[config.mk]
export PLATFORM = sky130hd
export DESIGN_NAME = imem_loader
export DESIGN_NICKNAME = d
export VERILOG_FILES = /design/src/rtl/imem_loader.sv
export SDC_FILE = /design/constraint.sdc
export NUM_CORES = 1
export LEC_CHECK = 0
export BUFFER_PORTS_ARGS = -buffer_cell sky130_fd_sc_hd__buf_2
export CAP_MARGIN = 20
export CELL_PAD_IN_SITES_DETAIL_PLACEMENT = 0
export CELL_PAD_IN_SITES_GLOBAL_PLACEMENT = 2
export CORE_MARGIN = 3
export CORE_UTILIZATION = 32
export DETAILED_ROUTE_END_ITERATION = 7
export PLACE_DENSITY_LB_ADDON = 0.1
export REMOVE_ABC_BUFFERS = 1
export SETUP_SLACK_MARGIN = 0.5
export SYNTH_ARGS = -nofsm -noshare
export SYNTH_HDL_FRONTEND = slang
export SYNTH_SLANG_ARGS = --single-unit
[constraint.sdc]
create_clock -name clk -period 2.3 [get_ports clk]
set_input_delay 0.23 -clock clk [delete_from_list [all_inputs] [get_ports clk]]
set_output_delay 0.23 -clock clk [all_outputs]
set_load 0.02 [all_outputs]
[src/rtl/imem_loader.sv]
// ============================================================================
// Module  : imem_loader
// Brief   : Boot-time byte-stream program loader driving the instruction
//           memory write port; holds the CPU in reset while loading.
//           Optional checksum byte enabled by IMEM_LOADER_CHECKSUM_EN.
// Revision: 1.0 - initial release
// ============================================================================
`default_nettype none

module imem_loader #(
    parameter int WIDTH = 32,
    parameter int DEPTH = 1024
) (
    input  logic             clk,
    input  logic             rst_n,
    input  logic             start,
    input  logic             in_valid,
    input  logic [7:0]       in_data,
    output logic             in_ready,
    output logic             wr_en,
    output logic [WIDTH-1:0] wr_addr,
    output logic [WIDTH-1:0] wr_data,
    output logic             cpu_hold,
    output logic             done,
    output logic             err
);

    typedef enum logic [2:0] {
        S_IDLE = 3'd0,
        S_HDR0 = 3'd1,
        S_HDR1 = 3'd2,
        S_DATA = 3'd3,
        S_CSUM = 3'd4,
        S_DONE = 3'd5,
        S_ERR  = 3'd6
    } state_t;

    localparam logic [15:0] c_depth = 16'(DEPTH);

`ifdef IMEM_LOADER_CHECKSUM_EN
    localparam state_t c_data_end = S_CSUM;
`else
    localparam state_t c_data_end = S_DONE;
`endif

    state_t           r_state;
    logic [15:0]      r_count;
    logic [15:0]      r_index;
    logic [1:0]       r_lane;
    logic [23:0]      r_lanes;
    logic             r_wr_en;
    logic [WIDTH-1:0] r_wr_addr;
    logic [WIDTH-1:0] r_wr_data;
    logic             r_hold;
    logic             r_err;
`ifdef IMEM_LOADER_CHECKSUM_EN
    logic [7:0]       r_sum;
`endif

    logic             w_take;
    logic [15:0]      w_count;
    logic [15:0]      w_index_nxt;

    assign in_ready    = (r_state == S_HDR0) || (r_state == S_HDR1) ||
                         (r_state == S_DATA) || (r_state == S_CSUM);
    assign w_take      = in_valid && in_ready;
    assign w_count     = {in_data, r_count[7:0]};
    assign w_index_nxt = r_index + 16'd1;

    always_ff @(posedge clk or negedge rst_n) begin
        if (!rst_n) begin
            r_state   <= S_IDLE;
            r_count   <= '0;
            r_index   <= '0;
            r_lane    <= '0;
            r_lanes   <= '0;
            r_wr_en   <= 1'b0;
            r_wr_addr <= '0;
            r_wr_data <= '0;
            r_hold    <= 1'b0;
            r_err     <= 1'b0;
`ifdef IMEM_LOADER_CHECKSUM_EN
            r_sum     <= '0;
`endif
        end else begin
            r_wr_en <= 1'b0;
            case (r_state)
                S_IDLE: begin
                    if (start) begin
                        r_state <= S_HDR0;
                        r_err   <= 1'b0;
                        r_hold  <= 1'b1;
                        r_index <= '0;
                        r_lane  <= '0;
`ifdef IMEM_LOADER_CHECKSUM_EN
                        r_sum   <= '0;
`endif
                    end
                end
                S_HDR0: begin
                    if (w_take) begin
                        r_count[7:0] <= in_data;
                        r_state      <= S_HDR1;
                    end
                end
                S_HDR1: begin
                    if (w_take) begin
                        r_count[15:8] <= in_data;
                        if (w_count > c_depth) begin
                            r_state <= S_ERR;
                            r_err   <= 1'b1;
                        end else if (w_count == 16'd0) begin
                            r_state <= c_data_end;
                        end else begin
                            r_state <= S_DATA;
                        end
                    end
                end
                S_DATA: begin
                    if (w_take) begin
`ifdef IMEM_LOADER_CHECKSUM_EN
                        r_sum <= r_sum + in_data;
`endif
                        // Lanes shift in from the top so three shifts leave {b2,b1,b0}.
                        if (r_lane == 2'd3) begin
                            r_wr_en   <= 1'b1;
                            r_wr_data <= WIDTH'({in_data, r_lanes});
                            r_wr_addr <= WIDTH'({r_index, 2'b00});
                            r_index   <= w_index_nxt;
                            r_lane    <= 2'd0;
                            if (w_index_nxt == r_count) begin
                                r_state <= c_data_end;
                            end
                        end else begin
                            r_lanes <= {in_data, r_lanes[23:8]};
                            r_lane  <= r_lane + 2'd1;
                        end
                    end
                end
`ifdef IMEM_LOADER_CHECKSUM_EN
                S_CSUM: begin
                    if (w_take) begin
                        if (in_data == r_sum) begin
                            r_state <= S_DONE;
                        end else begin
                            r_state <= S_ERR;
                            r_err   <= 1'b1;
                        end
                    end
                end
`endif
                S_DONE, S_ERR: begin
                    r_state <= S_IDLE;
                    r_hold  <= 1'b0;
                end
                default: begin
                    r_state <= S_IDLE;
                    r_hold  <= 1'b0;
                end
            endcase
        end
    end

    assign wr_en    = r_wr_en;
    assign wr_addr  = r_wr_addr;
    assign wr_data  = r_wr_data;
    assign cpu_hold = r_hold;
    assign done     = (r_state == S_DONE);
    assign err      = r_err;

endmodule

`default_nettype wire

* Word-level counts from Yosys, hierarchy flattened
Index checks and enable logic that the tools add are counted.
** Operators by class
- Divide/modulo/power cells :: 0
- Equality and inequality tests :: 14
- Shift-type cells :: 0
- Muxes and demuxes :: 26
- Bitwise logic cells :: 2
- Reduce and logical (&&, ||, !) cells :: 18
- $add $sub $neg :: 2
- Magnitude comparators :: 1
- Multipliers :: 0
** Operator list (count)
- $mux W16 :: 3
- $pmux W16 S2 :: 1
- $mux W3 :: 8
- $add A16 B1 Y16 const B :: 1
- $eq A16 B16 Y1 :: 1
- $gt A16 B11 Y1 const B :: 1
- $logic_not A16 Y1 :: 1
- $pmux W3 S4 :: 1
- $reduce_and A3 Y1 :: 3
- $ne A2 B2 Y1 const B :: 4
- $reduce_and A4 Y1 :: 2
- $mux W1 :: 7
- $eq A3 B2 Y1 const B :: 2
- $eq A3 B3 Y1 const B :: 2
- $mux W2 :: 3
- $ne A2 B1 Y1 const B :: 3
- $reduce_and A2 Y1 :: 3
- $reduce_and A6 Y1 :: 1
- $pmux W1 S2 :: 2
- $pmux W2 S2 :: 1
- $reduce_bool A2 Y1 :: 2
- $eq A3 B1 Y1 const B :: 1
- $logic_not A3 Y1 :: 1
- $logic_or A1 B1 Y1 :: 3
- 5 further kinds :: 6
** Word-level totals
- ROM bits :: 0
- Output and inout bits :: 69
- Bits in writable memories :: 0
- Memories kept :: 0
- Word-level logic and storage cells :: 74
- Bits in latches :: 0
- Register bits :: 112

* Depth between registers and ports, before layout
- Depth in word-level cells :: 7
- Gate-level depth with buffers :: 11
- Mapped depth without buffers :: 8

* Least setup slack after synthesis
No wires, ideal clock.
- Kind :: reg2reg
- Start :: reg r_index[1]
- End :: reg r_state[1]
- Setup slack :: -35 ps
- Stages on the path, launching flop included :: 10
- Arrival time :: 2236 ps
- Path buffers :: 1
- Period minus slack after synthesis :: 2335 ps
- Data required time :: 2201 ps
- Cell sequence :: dfrtp_1 ha_1 nand3_1 buf_2 nor4_1 xnor2_1 o31ai_1 a2111oi_4 nor3_1 a311oi_1
** On the way
- Longest elaborated chain between the ends :: 4
** Ends and longest elaborated chain
- start: declaration :: line 48 : logic [15:0] r_index;
- start signal: assignment :: line 129 : r_index <= w_index_nxt;
- $add A16 B1 Y16 :: line 68 : assign w_index_nxt = r_index + 16'd1;
- $eq A16 B16 Y1 :: line 131 : if (w_index_nxt == r_count) begin
- $ne A2 B1 Y1 (no line)
- $reduce_and A6 Y1 (no line)
- end signal: assignment :: line 113 : r_state <= c_data_end;
- end signal: assignment :: line 132 : r_state <= c_data_end;
- end: declaration :: line 46 : state_t r_state;
Every way passes these cells.
A chain may end at the register's enable or synchronous reset.

* Worst setup path after layout
- Start :: reg r_index[7]
- End :: reg r_state[2]
Same word-level chain as after synthesis.

==> results.json <==
{
  "cts_htree_levels": 3,
  "via_per_inst": 4.69,
  "area_growth_pct": 27.0,
  "violations": "negative setup slack",
  "grt_antenna_before_repair": 0,
  "crit_required_ns": 2.57,
  "status": "finished with violations",
  "skew_ns": 0.00698,
  "path_clk_slew_ns": 0.07,
  "crit_path_frequent_cell": "buf_4",
  "placedInstanceArea_um2": 5950,
  "gp_congestion": 0.909,
  "preCtsSetupSlack_ns": -0.144,
  "netlist_top_cells_area": "dfrtp_1 54%, nand2_1 13%, mux2_2 8.9%",
  "power_leakage_nw": 3.26,
  "worst_pin_slew_ns": 0.588,
  "io_buffers": 64,
  "wl_met3_um": 446,
  "ir_drop_v": 0.000504,
  "crit_path_max_incr_delay_ns": 0.49,
  "internal_power_w": 0.00439,
  "finalSetupViolations": 3,
  "cts_sinks": 112,
  "floorplan.initialDensity_pct": 33.4,
  "drv_cap": 0,
  "dp_hpwl_um": 8960,
  "grt_pass1_wl_um": 21300,
  "timing.rr.end": "r_state[2]",
  "cts_buffers": 9,
  "min-delay-start": "start",
  "wl_um": 13000,
  "rsz0062_at_grt": "yes",
  "end_kind": "register",
  "fp.dieW_um": 133,
  "met1Wirelength_um": 6310,
  "vias": 3972,
  "critPathMaxFanout": 7,
  "postRouteAntennaNets": 0,
  "drv_slew": 0,
  "power_frac_seq_pct": 44.5,
  "rows": 45,
  "cp_cell_sequence": "buf_6, nand4_1, nor4_4, buf_4, xnor2_2, o211ai_1, a2111oi_4, buf_4, nor2_1, nor3_1",
  "synth.avg_cell_area_um2": 9.80,
  "path_buf_inv": 3,
  "die_h_um": 133,
  "route.top_layer_used": "met4",
  "p_clk_share_pct": 25.0,
  "synth_edf_count": 0,
  "crit_type": "register to register",
  "r2r-start": "r_index[7]",
  "clk_latency_ns": 0.35,
  "hold_end": "cpu_hold",
  "start_kind": "register",
  "cts_buffer_depth": 2,
  "critPathArrivalTime_ns": 2.68,
  "overflow": 0,
  "cts_tree": "done",
  "ys_top_cells_by_count": "175 x nand2_1, 112 x dfrtp_1, 41 x mux2_2, 27 x o21ai_0, 18 x nor2_1",
  "grt_max_degree": 46,
  "pin_count": 81,
  "hold_viol_final": 0,
  "synth_most_common_cell": "nand2_1",
  "fill_cells": 1506,
  "min_path_cells": 3,
  "yosys_warnings": 0,
  "switching_share_pct": 33.6,
  "core_area_um2": 15500,
  "synth_cell_type_count": 48,
  "powerDensity_nw_per_um2": 1010,
  "setup_slack_ns": -0.106,
  "yosysTopAreaCell": "dfrtp_1",
  "wl_per_cell_um": 15.4,
  "reg2reg_setup_slack_ns": -0.11,
  "drt_iter0_drc": 216,
  "grt.total_usage_pct": 15.0,
  "diodes": 0,
  "syn_inst": 527,
  "fin_crit_sh_pct": 105,
  "firstDrtPassIters": 4,
  "hold_slack_ns": 0.132,
  "hp-class": "primary input to register",
  "ys_ff_latch": 112,
  "seq_area_frac_synth_pct": 54.3,
  "fp.dieArea_um2": 17700,
  "ys.flop_type": "dfrtp_1",
  "p_switching_w": 0.00223,
  "drive_above_1_share_pct": 33.5,
  "wl_met2_um": 6070,
  "cp_slowest_cell": "dfrtp_2",
  "cp_top_family": "simple AND/OR/NAND/NOR gates",
  "grt_pass1_vias": 4010,
  "cts_root_buffer": "clkbuf_16",
  "rr_worst_depth": 10,
  "timing.slew.headroom_pct": 60.8,
  "period_minus_slack_ns": 2.41,
  "fin_area_um2": 6560,
  "comb_power_share_pct": 30.5,
  "fmax_ghz": 0.416,
  "drc": 0,
  "synthArstFlopShare_pct": 100,
  "synth_top_area_share_pct": 54.3,
  "syn_area_um2": 5160,
  "finalNetCount": 645
}
==> worst max-delay path by stage <==
stage                from           to  slack [ns]  cells after the start
6_report       r_index[7]   r_state[2]       -0.11                     10
3_5_place_dp   r_index[1]   r_state[1]       -0.14                      9
4_1_cts        r_index[1]   r_state[1]       -0.02                     10
3_3_place_gp   r_index[0]   r_state[1]       -0.06                      9
5_1_grt        r_index[7]   r_state[2]       -0.21                     10
2_1_floorplan  r_state[2]  r_index[15]       -0.77                      6
==> power by group through the flow <==
stage,clock [W],sequential (W),combinational [W]
final,0.00166,0.00294,0.00202
after global routing,0.00179,0.00302,0.00222
after CTS,0.00172,0.00295,0.00196
after detailed placement,0,0.00298,0.00192
after global placement,0,0.00296,0.00190
after floorplan,0,0.00307,0.00111
==> what timing repair did <==
action | CTS | global route
buffers inserted | 4 | 5
pin swaps | 7 | 7
hold endpoints to repair | 40 | 0
resized for setup | 19 | 32
hold buffers | 1 | 0
endpoints found under the setup margin | 56 | 60
cloned | 0 | 1
==> tightest hold or removal path, stage by stage <==
cell and delay (ns):
buf_2 0.09, a21oi_1 0.05, nor2_1 0.07
==> per-layer routing <==
metal / up-vias / GRT usage, %
met1: 1947 / 20.9
met2: 71 / 23.9
li1: 1941 / -
met4: 0 / 4.91
met3: 13 / 2.36
met5: - / 0
==> layout by cell type, fill, tap and decap left out, types with 6 or more instances in the layout <==
master | netlist | final
mux2_2 | 41 | 41
xnor2_1 | 15 | 12
nor3_1 | 9 | 7
nor2_1 | 18 | 17
clkbuf_16 | 0 | 9
buf_2 | 10 | 63
dfrtp_1 | 112 | 107
xor2_1 | 9 | 8
buf_4 | 16 | 48
o21ai_0 | 27 | 26
a21oi_1 | 6 | 6
nand4_1 | 7 | 7
nand3_1 | 8 | 6
conb_1 | 1 | 16
nand2_1 | 175 | 172
o31ai_1 | 7 | 6
buf_6 | 0 | 9
==> cell type report <==
cell class / count / area (um^2) / area share (%)
Inverter: 4 / 20.0 / 0.305
Sequential cell: 112 / 2810 / 42.8
Clock buffer: 10 / 239 / 3.64
Tap cell: 211 / 264 / 4.02
Multi-Input combinational cell: 381 / 2330 / 35.6
Clock inverter: 6 / 72.6 / 1.11
Timing Repair Buffer: 123 / 822 / 12.5
==> flip-flops by register name (all words and copies together) (netlist names) <==
| register | count |
|---|---|
| wr_en | 1 |
| wr_addr | 16 |
| err | 1 |
| cpu_hold | 1 |
| r_index | 16 |
| r_lane | 2 |
| r_lanes | 24 |
| r_count | 16 |
| r_state | 3 |
| wr_data | 32 |
==> per-stage QoR <==
stage	setup TNS (ns)	cells	utilization, %	power (W)
after floorplan	-43.75	497	-	0.00418
after global placement	-0.0594	820	38.4	0.00486
after detailed placement	-0.271	820	38.4	0.00491
after CTS	-0.0493	841	41.3	0.00663
after global routing	-0.550	847	42.4	0.00703
final	-0.234	847	42.4	0.00662
==> logic make-up (layout without fill, tap and decap cells) <==
logic type	count (synthesis)	count (layout)	share of synthesized area, %
adder cells (fa/ha/maj)	2	2	0.484
flip-flops	112	112	54.3
AO/OA/AOI/OAI	58	58	7.49
buffers and inverters	49	143	4.97
other	1	16	0.0726
XOR/XNOR	24	24	4.07
AND/OR/NAND/NOR	240	240	19.7
multiplexers	41	41	8.94
Note: power is estimated with default switching activity, not from simulation.
